## config.mk

```make
export PLATFORM = sky130hd
export DESIGN_NAME = ram_arbiter
export DESIGN_NICKNAME = d
export VERILOG_FILES = /design/src/rtl/ram_arbiter_pkg.sv /design/src/rtl/ram_rr_arb.sv /design/src/rtl/ram_arbiter.sv
export SDC_FILE = /design/constraint.sdc
export NUM_CORES = 1
export LEC_CHECK = 0
export BUFFER_PORTS_ARGS = -buffer_cell sky130_fd_sc_hd__buf_2
export CAP_MARGIN = 0
export CELL_PAD_IN_SITES_DETAIL_PLACEMENT = 0
export CELL_PAD_IN_SITES_GLOBAL_PLACEMENT = 2
export CORE_ASPECT_RATIO = 0.7
export CORE_MARGIN = 10
export CORE_UTILIZATION = 26
export CTS_CLUSTER_DIAMETER = 100
export DETAILED_ROUTE_END_ITERATION = 10
export PLACE_DENSITY = 0.86
export SKIP_LAST_GASP = 1
export SLEW_MARGIN = 20
export SYNTH_ARGS = -nofsm -noshare
export SYNTH_HDL_FRONTEND = slang
export SYNTH_HIERARCHICAL = 1
export SYNTH_SLANG_ARGS = --single-unit
export TNS_END_PERCENT = 30
```

## constraint.sdc

```tcl
create_clock -name clk -period 4.6 [get_ports clk]
set_input_delay 0.92 -clock clk [delete_from_list [all_inputs] [get_ports clk]]
set_output_delay 0.92 -clock clk [all_outputs]
set_load 0.005 [all_outputs]
```

## src/rtl/ram_arbiter_pkg.sv

```systemverilog
// Shared encodings and timing defaults for the two-port asynchronous SRAM arbiter.
// The CPU and the data-break/DMA channel share one 32Kx12 RAM through this block.
package ram_arbiter_pkg;

    typedef enum logic [2:0] {
        ST_IDLE     = 3'd0,
        ST_RD_WAIT  = 3'd1,
        ST_WR_SETUP = 3'd2,
        ST_WR_PULSE = 3'd3,
        ST_WR_HOLD  = 3'd4,
        ST_DONE     = 3'd5
    } state_t;

    localparam logic PORT_CPU = 1'b0;
    localparam logic PORT_DMA = 1'b1;

    localparam int DEF_AW        = 15;
    localparam int DEF_DW        = 12;
    localparam int DEF_RD_CYCLES = 2;
    localparam int DEF_WE_CYCLES = 2;

    function automatic int max_int(input int a, input int b);
        return (a > b) ? a : b;
    endfunction

    // Bits needed so one down-counter can hold either strobe length.
    function automatic int cnt_width(input int rd_cycles, input int we_cycles);
        return $clog2(max_int(rd_cycles, we_cycles) + 1);
    endfunction

endpackage

```

## src/rtl/ram_rr_arb.sv

```systemverilog
// Two-input alternating-priority arbiter: a tie goes to the port that was not granted last.
// Purely combinational; the parent registers last_grant.
module ram_rr_arb
    import ram_arbiter_pkg::*;
(
    input  logic enable,
    input  logic cpu_req,
    input  logic dma_req,
    input  logic last_grant,
    output logic grant_valid,
    output logic grant_id
);

    always_comb begin
        // NOTE: every output gets a default first so no path leaves it unassigned (no latch).
        grant_valid = 1'b0;
        grant_id    = PORT_CPU;
        if (enable && (cpu_req || dma_req)) begin
            grant_valid = 1'b1;
            if (cpu_req && dma_req) begin
                grant_id = ~last_grant;
            end else begin
                grant_id = dma_req ? PORT_DMA : PORT_CPU;
            end
        end
    end

endmodule

```

## src/rtl/ram_arbiter.sv

```systemverilog
// Sequencer for the shared asynchronous SRAM: arbitrates in IDLE, then drives registered
// CE_N/WE_N strobes with address/data setup and hold, and captures read data.
module ram_arbiter
    import ram_arbiter_pkg::*;
#(
    parameter int AW        = DEF_AW,
    parameter int DW        = DEF_DW,
    parameter int RD_CYCLES = DEF_RD_CYCLES,
    parameter int WE_CYCLES = DEF_WE_CYCLES
) (
    input  logic          clk,
    input  logic          reset,
    input  logic          cpu_req,
    input  logic          cpu_we,
    input  logic [AW-1:0] cpu_addr,
    input  logic [DW-1:0] cpu_wdata,
    output logic          cpu_ack,
    input  logic          dma_req,
    input  logic          dma_we,
    input  logic [AW-1:0] dma_addr,
    input  logic [DW-1:0] dma_wdata,
    output logic          dma_ack,
    output logic [DW-1:0] rdata,
    output logic          busy,
    output logic [AW-1:0] ram_a,
    output logic [DW-1:0] ram_di,
    input  logic [DW-1:0] ram_do,
    output logic          ram_ce_n,
    output logic          ram_we_n
);

    localparam int CW = cnt_width(RD_CYCLES, WE_CYCLES);

    if (RD_CYCLES < 1) begin : g_bad_rd_cycles
        $error("ram_arbiter: RD_CYCLES must be at least 1");
    end
    if (WE_CYCLES < 1) begin : g_bad_we_cycles
        $error("ram_arbiter: WE_CYCLES must be at least 1");
    end

    state_t        state;
    logic [CW-1:0] cnt;
    logic          last_grant;
    logic          gnt_id;

    logic          grant_valid;
    logic          grant_id;
    logic          sel_we;
    logic [AW-1:0] sel_addr;
    logic [DW-1:0] sel_wdata;

    ram_rr_arb u_arb (
        .enable      (state == ST_IDLE),
        .cpu_req     (cpu_req),
        .dma_req     (dma_req),
        .last_grant  (last_grant),
        .grant_valid (grant_valid),
        .grant_id    (grant_id)
    );

    always_comb begin
        sel_we    = cpu_we;
        sel_addr  = cpu_addr;
        sel_wdata = cpu_wdata;
        if (grant_id == PORT_DMA) begin
            sel_we    = dma_we;
            sel_addr  = dma_addr;
            sel_wdata = dma_wdata;
        end
    end

    assign busy = (state != ST_IDLE);

    // NOTE: state registers use non-blocking assignments so every flop samples pre-edge values.
    always_ff @(posedge clk) begin
        if (reset) begin
            state      <= ST_IDLE;
            cnt        <= '0;
            last_grant <= PORT_CPU;
            gnt_id     <= PORT_CPU;
            ram_a      <= '0;
            ram_di     <= '0;
            ram_ce_n   <= 1'b1;
            ram_we_n   <= 1'b1;
            rdata      <= '0;
            cpu_ack    <= 1'b0;
            dma_ack    <= 1'b0;
        end else begin
            cpu_ack <= 1'b0;
            dma_ack <= 1'b0;
            case (state)
                ST_IDLE: begin
                    if (grant_valid) begin
                        ram_a      <= sel_addr;
                        ram_di     <= sel_wdata;
                        ram_ce_n   <= 1'b0;
                        gnt_id     <= grant_id;
                        last_grant <= grant_id;
                        cnt        <= CW'(RD_CYCLES);
                        state      <= sel_we ? ST_WR_SETUP : ST_RD_WAIT;
                    end
                end
                ST_RD_WAIT: begin
                    if (cnt == CW'(1)) begin
                        rdata    <= ram_do;
                        cpu_ack  <= (gnt_id == PORT_CPU);
                        dma_ack  <= (gnt_id == PORT_DMA);
                        ram_ce_n <= 1'b1;
                        state    <= ST_DONE;
                    end else begin
                        cnt <= cnt - CW'(1);
                    end
                end
                ST_WR_SETUP: begin
                    ram_we_n <= 1'b0;
                    cnt      <= CW'(WE_CYCLES);
                    state    <= ST_WR_PULSE;
                end
                ST_WR_PULSE: begin
                    if (cnt == CW'(1)) begin
                        ram_we_n <= 1'b1;
                        state    <= ST_WR_HOLD;
                    end else begin
                        cnt <= cnt - CW'(1);
                    end
                end
                ST_WR_HOLD: begin
                    // Address and data stay put this cycle so the RAM sees hold after WE_N rises.
                    cpu_ack  <= (gnt_id == PORT_CPU);
                    dma_ack  <= (gnt_id == PORT_DMA);
                    ram_ce_n <= 1'b1;
                    state    <= ST_DONE;
                end
                ST_DONE: begin
                    state <= ST_IDLE;
                end
                default: begin
                    state    <= ST_IDLE;
                    ram_ce_n <= 1'b1;
                    ram_we_n <= 1'b1;
                end
            endcase
        end
    end

endmodule

```

==> out/qor.txt <==
status - completed
pin count of the biggest net entering global routing - 51
Final GP Congestion - 0.714
xor and xnor area share after synthesis - 0
first-pass GRT wire length - 10200 um
asr flop ratio synth - 0
IO buf count - 115
synth unique cells - 37
latest clock arrival within the worst-skew pair - 0.29 ns
max-slew violation count - 0
Synth Area in Adders - 0.00572
Ys Warns - 6
Crit Path Max Fanout - 45
final setup violation count - 0
Root Driver - clkbuf_16
Wirelength per Cell - 14.6 um
Post-DRT Antenna Nets - 0
Yosys top cell by area - dfxtp_1
final setup TNS - 0 ns
Logic pwr share - 0.442
Total GRT Usage - 0.0986
fin crit period - 2.64 ns
DRT iter0 DRCs - 55
layout cells sized above 1 - 0.414
Flop pwr share - 0.361
Ports - 116
Startpoint Class - register
leading cell types by count after synthesis - dfxtp_1 (49), nor2_1 (30), mux2i_1 (28)
CTS tree - built
fmax - 0.379 GHz
synth top area cells - dfxtp_1 (45%), mux2i_1 (13%), a211oi_1 (6.2%)
Final Hold Fails - 0
Detailed Place HPWL - 4890 um
Max VDD drop - 0.332 mV
Crit Path Class - reg2reg
FP Rows - 27
Diodes inserted - 0
utilization after layout - 0.371
initial antenna violation count - 0
Setup Skew - 0.00542 ns
max_slew headroom - 0.309
clk slew on worst S/H paths - 0.06 ns
Max-Cap Viols - 0
Required @ worst endpoint - 4.73 ns
synthesized flop and latch total - 49
post-synthesis compound-gate area fraction - 0.204
Leakage - 0.00134 uW
Clk pwr share - 0.197
Overflow after GRT - 0
# H-tree levels - 2
register area share after synthesis - 0.449
worst hold slack - 0.453 ns
die area - 0.0125 sq mm
Post-synth EDFFs - 0
Gate Count Post-Synth - 233
Post-Synth Simple-Gate Area - 0.153
TritonCTS buffer count - 5
fin nets - 410
Pint - 1220 uW
mux cell area share after synthesis - 0.133
Cell Area, Synth - 0.00219 sq mm
post-CTS setup repair buffer count - 0
Post-CTS Resized - 0
period utilisation layout - 0.573
switching power total - 714 uW
vias - 1949
power density over the cells - 647 mW/mm^2
combinational family with the most area after synthesis - compound AO/OA/AOI/OAI gates
first-pass detailed-route iteration total - 4
crit path DAT - 2.77 ns
Area Growth Syn to Fin - 36.4%
vias in the first global route - 1993
RSZ-0062 raised after global routing - no
cts hold-fix bufs - 0
Avg Vias per Cell - 4.44
Syn Nets - 306
core area - 0.00804 sq mm
Max clock buf depth - 2
Die Wd - 130 um
Avg Inst Size Synth - 9.39 sq um
Main synth FF type - dfxtp_1
clk sinks - 49
Least-Margin Pin Slew - 1.04 ns
final wirelength - 6400 um
DRC - 0
initial core utilization - 0.272
Setup crit end kind - register
sw frac - 0.370
area share of the largest cell type after synthesis - 0.449
Die Y - 96.7 um
Hold Crit Class - reg2reg
cell with the most instances after synthesis - dfxtp_1
-- layer usage --
| layer | vias to the layer above | track usage | share of wire | wire, um |
|---|---|---|---|---|
| met5 | - | 0 | 0 | 0 |
| met4 | 0 | 0.0257 | 0.0092 | 59 |
| met3 | 7 | 0.0430 | 0.098 | 628 |
| met2 | 74 | 0.142 | 0.41 | 2610 |
| met1 | 832 | 0.130 | 0.48 | 3100 |
| li1 | 1036 | - | - | - |
-- path summary, 6_finish.rpt --
check	endpoint	cells past startpoint	slack [ns]	from
worst max-delay path	gnt_id	6	1.96	state[0]
worst min-delay path	rdata[9]	2	0.45	rdata[9]
worst max register to register	gnt_id	6	1.96	state[0]
worst min register to register	rdata[9]	2	0.45	rdata[9]
-- cell families after synthesis --
| logic type | after synthesis |
|---|---|
| AOI/OAI and AO/OA | 57 |
| adders and majority gates | 1 |
| buffers and inverters | 24 |
| DFF | 49 |
| muxes | 29 |
| and+or+nand+nor | 73 |
-- through the flow --
step           std cells  area [sq um]  setup slack [ns]  power, uW
3_3_place_gp         431          2830              1.92       1560
5_1_grt              439          2980              1.65       2110
3_5_place_dp         431          2830              1.88       1580
4_1_cts              439          2980              1.94       1970
2_1_floorplan        233          2190              2.59       1290
6_report             439          2980              1.96       1930
-- sequential cells by signal (all words and copies together), names as in the netlist --
name,flops
ram_di,12
rdata,12
state,3
cpu_ack,1
gnt_id,1
ram_a,15
ram_ce_n,1
cnt,2
dma_ack,1
ram_we_n,1
-- worst max-delay path: stages (launching register included) --
cell,delay (ns)
dfxtp_1,0.48
nor3_1,0.42
o21a_1,0.28
nor4b_4,0.73
buf_12,0.30
mux2i_1,0.20
nor2_1,0.05
-- layout make-up --
cell class                 count  area (sq um)
clock inverter                 1          5.00
multi-input combinational    160          1100
tap                          101           126
timing repair buffer         117           603
fill                         847          5060
inverter                       4          15.0
clock buffer                   7           153
sequential                    49           981
-- power groups by stage --
stage	registers (uW)	clock network, uW	logic [uW]
2_1_floorplan	688	0	598
3_3_place_gp	701	0	854
3_5_place_dp	706	0	875
4_1_cts	698	400	876
5_1_grt	720	420	970
6_report	697	381	853
-- placed cells by master (no fill, tap or decap), drive strengths merged --
master / count
mux2: 1
a2111oi: 2
o32ai: 1
a221o: 1
clkinv: 1
nand2b: 4
a31oi: 1
and3b: 1
ha: 1
nor3: 4
buf: 117
nand4bb: 1
o21a: 2
inv: 4
and4bb: 1
nor4b: 1
a21oi: 15
nor2: 30
mux2i: 28
a211o: 1
nor4: 1
or3: 1
dfxtp: 49
a211oi: 28
o21bai: 2
o21ai: 2
a21o: 2
nand2: 26
or2: 2
or4: 1
clkbuf: 7
No activity file was read; power rests on OpenSTA's default activity.
